==> src/rtl/mem_access_stage.sv <==
// rtl/mem_access_stage.sv - MEM stage: data access over req/ack bus with wait states, loads MEM/WB.
// Stalls the front of the pipeline while an aligned load/store is outstanding on the bus.
module mem_access_stage #(
  parameter int TIMEOUT = 16,
  parameter int CNT_W   = 5
) (
  input  logic        clk,
  input  logic        rst_n,
  input  logic        em_valid,
  input  logic [1:0]  em_datatoreg,
  input  logic        em_regwrite,
  input  logic        em_mem_w,
  input  logic [31:0] em_result,
  input  logic [31:0] em_rdatab,
  input  logic [4:0]  em_rd,
  input  logic [31:0] em_pc,
  output logic        bus_req,
  output logic        bus_we,
  output logic [31:0] bus_addr,
  output logic [31:0] bus_wdata,
  input  logic [31:0] bus_rdata,
  input  logic        bus_ack,
  output logic        mem_stall,
  output logic        mw_valid,
  output logic        mw_regwrite,
  output logic [4:0]  mw_rd,
  output logic [31:0] mw_wdata,
  output logic        mw_bus_err
);

  typedef enum logic [1:0] {IDLE, BUSY, DONE} state_t;

  state_t            state_q;
  logic [CNT_W-1:0]  cnt_q;
  logic [31:0]       rdata_q;
  logic              err_q;
  logic              bus_req_q, bus_we_q;
  logic [31:0]       bus_addr_q, bus_wdata_q;
  logic              mw_valid_q, mw_regwrite_q, mw_bus_err_q;
  logic [4:0]        mw_rd_q;
  logic [31:0]       mw_wdata_q;

  logic mem_op, misal;

  assign mem_op    = em_valid & (em_mem_w | (em_datatoreg == 2'b01));
  assign misal     = (em_result[1:0] != 2'b00);
  assign mem_stall = (state_q == BUSY) | ((state_q == IDLE) & mem_op & ~misal);

  assign bus_req     = bus_req_q;
  assign bus_we      = bus_we_q;
  assign bus_addr    = bus_addr_q;
  assign bus_wdata   = bus_wdata_q;
  assign mw_valid    = mw_valid_q;
  assign mw_regwrite = mw_regwrite_q;
  assign mw_rd       = mw_rd_q;
  assign mw_wdata    = mw_wdata_q;
  assign mw_bus_err  = mw_bus_err_q;

  function automatic logic [31:0] wb_data(input logic [1:0] sel, input logic [31:0] ld);
    case (sel)
      2'b01:   wb_data = ld;
      2'b10:   wb_data = em_pc + 32'd4;
      default: wb_data = em_result;
    endcase
  endfunction

  always_ff @(posedge clk or negedge rst_n) begin
    if (!rst_n) begin
      state_q       <= IDLE;
      cnt_q         <= '0;
      rdata_q       <= '0;
      err_q         <= 1'b0;
      bus_req_q     <= 1'b0;
      bus_we_q      <= 1'b0;
      bus_addr_q    <= '0;
      bus_wdata_q   <= '0;
      mw_valid_q    <= 1'b0;
      mw_regwrite_q <= 1'b0;
      mw_rd_q       <= '0;
      mw_wdata_q    <= '0;
      mw_bus_err_q  <= 1'b0;
    end else begin
      case (state_q)
        IDLE: begin
          if (mem_op && !misal) begin
            state_q       <= BUSY;
            bus_req_q     <= 1'b1;
            bus_we_q      <= em_mem_w;
            bus_addr_q    <= {em_result[31:2], 2'b00};
            bus_wdata_q   <= em_rdatab;
            cnt_q         <= '0;
            mw_valid_q    <= 1'b0;
            mw_regwrite_q <= 1'b0;
            mw_bus_err_q  <= 1'b0;
          end else if (mem_op) begin
            // Misaligned access never reaches the bus; retire it as a faulted no-write.
            mw_valid_q    <= 1'b1;
            mw_regwrite_q <= 1'b0;
            mw_rd_q       <= em_rd;
            mw_wdata_q    <= '0;
            mw_bus_err_q  <= 1'b1;
          end else begin
            mw_valid_q    <= em_valid;
            mw_regwrite_q <= em_valid & em_regwrite;
            mw_rd_q       <= em_rd;
            mw_wdata_q    <= wb_data(em_datatoreg, 32'd0);
            mw_bus_err_q  <= 1'b0;
          end
        end
        BUSY: begin
          mw_valid_q    <= 1'b0;
          mw_regwrite_q <= 1'b0;
          mw_bus_err_q  <= 1'b0;
          if (bus_ack) begin
            state_q   <= DONE;
            bus_req_q <= 1'b0;
            rdata_q   <= bus_rdata;
            err_q     <= 1'b0;
          end else if (cnt_q == CNT_W'(TIMEOUT - 1)) begin
            state_q   <= DONE;
            bus_req_q <= 1'b0;
            rdata_q   <= '0;
            err_q     <= 1'b1;
          end else begin
            cnt_q <= cnt_q + CNT_W'(1);
          end
        end
        DONE: begin
          // EX/MEM advances on this edge, so the access is retired exactly once.
          state_q       <= IDLE;
          mw_valid_q    <= 1'b1;
          mw_regwrite_q <= em_regwrite & ~err_q;
          mw_rd_q       <= em_rd;
          mw_wdata_q    <= wb_data(em_datatoreg, rdata_q);
          mw_bus_err_q  <= err_q;
        end
        default: state_q <= IDLE;
      endcase
    end
  end

endmodule

==> config.mk <==
export PLATFORM = sky130hd
export DESIGN_NAME = mem_access_stage
export DESIGN_NICKNAME = d
export VERILOG_FILES = /design/src/rtl/mem_access_stage.sv
export SDC_FILE = /design/constraint.sdc
export NUM_CORES = 1
export LEC_CHECK = 0
export ABC_AREA = 0
export CAP_MARGIN = 40
export CORE_ASPECT_RATIO = 0.8
export CORE_MARGIN = 10
export CORE_UTILIZATION = 41
export DETAILED_ROUTE_END_ITERATION = 8
export GPL_TIMING_DRIVEN = 0
export PLACE_DENSITY_LB_ADDON = 0.05
export SLEW_MARGIN = 40
export SYNTH_ARGS = -nofsm -noshare
export SYNTH_HDL_FRONTEND = slang
export SYNTH_SLANG_ARGS = --single-unit
==> constraint.sdc <==
create_clock -name clk -period 2.1 [get_ports clk]
set_input_delay 0.42 -clock clk [delete_from_list [all_inputs] [get_ports clk]]
set_output_delay 0.42 -clock clk [all_outputs]
set_load 0.1 [all_outputs]
==> reports/qor.yml <==
status:
  status: "finished, violations left"
  violations: "negative setup slack"
die:
  die_w_um: 166
  fp.dieH_um: 137
  coreArea_sq_um: 16600
  initial_core_util_pct: 42.0
  die-area_sq_um: 22700
  io_pins: 248
  num_rows: 42
yosys:
  synthTopCellsByArea: "dfrtp_1 (52%), nand2_1 (14%), a22o_1 (4.0%)"
  synth-seq-area-share_pct: 51.7
  synth_top_area_share_pct: 51.7
  synth_mux_area_share_pct: 0.897
  synth_xor_area_share_pct: 3.26
  ys_types: 55
  synth_top_family_by_area: "simple AND/OR/NAND/NOR gates"
  synth_edf_count: 0
  synth_compound_area_share_pct: 14.6
  ys_ff_latch: 144
  synthCells: 760
  synthFlopType: "dfrtp_1"
  synthSimpleGateAreaFrac_pct: 24.3
  syn_avg_cell_area_sq_um: 9.18
  yosys.area.top_type: "dfrtp_1"
  synth_adder_area_share_pct: 1.61
  syn-cell-area_sq_um: 6980
  yosys_warnings: 0
  synthArstFlopShare_pct: 100
setup_path:
  worst_ep_arrival_time_ps: 1760
  rr_worst_depth: 7
  path_delay_family: "buffers and inverters"
  crit_slowest_cell: "dfrtp_1"
  cp-start-kind: "register"
  path_buf_inv: 4
  end_kind: "output pin"
  reg2reg_setup_slack_ps: 20
  path_cells: "buf_4 > ha_1 > buf_2 > inv_1 > nand2_4 > buf_12"
  critPathKind: "reg2out"
  regToRegStartpoint: "cnt_q[0]$_DFFE_PN0P_"
  rr_endpoint: "cnt_q[0]$_DFFE_PN0P_"
  cp_max_fo: 9
  crit_required_ps: 1680
  slowest_delay_ps: 400
clock_tree:
  insertion_delay_ps: 420
  clock_sink_count: 144
  cts_buffers: 17
  cts-htree-levels: 4
  cts.path.max_buffers: 2
  clkSlewWorstSetupHoldPaths_ps: 60
  cts_tree: "yes"
  cts-root-buf: "clkbuf_16"
timing:
  slew_headroom_pct: 56.0
  fin_crit_sh_pct: 104
  max_freq_ghz: 0.458
  hold_viol_final: 0
  clock_skew_ps: 7.81
  finalMaxSlewViolations: 0
  min_period_ps: 2180
  fin_ws_ps: -82.4
  rsz0062_at_grt: "true"
  worst_pin_slew_ps: 660
  setup_viol: 1
drt:
  post-route-drc-count: 0
  routed_wl_um: 24800
  vias: 6528
  antenna_left: 0
  drtIter0Drc: 455
  wl_per_cell_um: 19.4
  drtPass1Iterations: 6
  vias_per_cell: 5.10
run:
  maxCapViolCount: 0
global_route:
  track_usage_pct: 21.3
  grt_overflow: 0
  grt_pass1_wl_um: 38000
  antenna_found_initial: 2
  grt_pass1_vias: 6334
  grt_start_max_net_pins: 70
cells_and_area:
  seqCellArea_sq_um: 3600
  fin_nets: 1198
  layout-drive-gt1-share_pct: 22.3
  n_fill_cell: 1484
  final_common_cell: "nand2_1"
  multi_input_area_sq_um: 3200
  fin_util_pct: 61.4
  mostFrequentLayoutCells: "nand2_1 (265), dfrtp_1 (144), clkdlybuf4s50_1 (137)"
  fin_cells: 1281
  area_delta_synth_final_pct: 46.3
placement:
  port_buffers: 245
  dp.cells: 1228
  place_congestion: 0.810
  place_ws_ps: -1130
  post-dp-hpwl_um: 18500
power:
  powerDensity_nw_per_um2: 1860
  leakage_nw: 4.96
  peakVddDrop_mv: 1.23
  p_total_mw: 18.9
worst_hold_path:
  hold_path_class: "in2async"
-- cells by family after synthesis --
group                      Yosys count
DFF                                144
and+or+nand+nor                    379
buffers and inverters               60
other                                1
adders and majority gates            9
xor gates and xnor gates            26
AOI/OAI and AO/OA                  135
muxes                                6
-- flip-flops by register name, summed over array words and instances, names as in the netlist, 2 cells and up --
name	cells
mw_wdata	32
mw_rd	5
state_q	2
rdata_q	32
bus_wdata	32
bus_addr	30
cnt_q	5
-- worst reg2reg max path, cell delays in order, from the launching register on --
cell and delay [ps]:
dfrtp_1 410, ha_1 220, and3_1 180, ha_1 230
nor3b_2 300, a21oi_2 120, nor2_1 170, mux2_1 330
-- timing repair --
| action | in CTS | in global routing |
|---|---|---|
| pin swaps | 6 | 4 |
| resized for setup | 41 | 27 |
| endpoints found under the hold margin | 35 | 0 |
| cloned | 1 | 1 |
| setup endpoints to repair | 119 | 89 |
| setup buffers | 20 | 2 |
| hold buffers | 1 | 0 |
-- stage by stage --
step                      hold slack, ps  setup TNS (ps)  instance area (sq um)
after floorplan                      124               0                   6990
after global placement               456         -856800                   9720
after detailed placement             318          -62070                   9240
after CTS                            463            -188                  10100
after global routing                 475            -251                  10200
final                                464           -82.4                  10200
-- power by group --
part / total, mW / switching (mW) / internal [mW]
registers: 4.67 / 0.661 / 4.01
logic: 11.2 / 9.11 / 2.06
clock network: 3.10 / 1.18 / 1.92
-- cell usage after synthesis (4+ instances only) --
library cell / count
a22o_1: 32
a211oi_1: 6
nor2_1: 39
mux2i_1: 4
dfrtp_1: 144
xnor2_1: 24
o21ai_1: 11
a221oi_1: 8
clkbuf_1: 26
and3_1: 4
buf_2: 15
a221o_1: 5
o31ai_1: 15
o311ai_2: 5
o21ai_0: 21
nor3_1: 6
nor3_2: 6
inv_1: 12
and2_1: 7
buf_1: 4
ha_1: 9
a21oi_1: 16
nand2_1: 267
nand3_1: 23
-- metal layers --
layer	up-vias	track usage, %	routed length [um]
met1	3124	29.8	11800
met3	15	6.36	1720
met2	224	31.6	11200
met5	-	0	9
li1	3163	-	-
met4	2	4.96	157
-- layout make-up --
type                    instances  area share, %
diodes                          1         0.0245
plain buffers                  45           2.70
inverters                      13          0.478
multi-input cells             557           31.4
flip-flops and latches        144           35.3
clock buffers                  20           4.48
clock inverters                11           1.35
repair buffers                270           21.6
well taps                     220           2.70
-- how the worst max path moves through the flow --
stage	start	slack (ps)	cells past startpoint	to
after floorplan	state_q[0]$_DFFE_PN0P_	4	7	mem_stall
after global placement	rst_n	-5550	1	bus_wdata[7]$_DFFE_PN0P_
after detailed placement	em_datatoreg[1]	-1130	9	mem_stall
after CTS	state_q[0]$_DFFE_PN0P_	-190	8	mem_stall
after global routing	state_q[0]$_DFFE_PN0P_	-170	7	mem_stall
final	state_q[0]$_DFFE_PN0P_	-80	6	mem_stall
(Power assumes the default switching activity.)
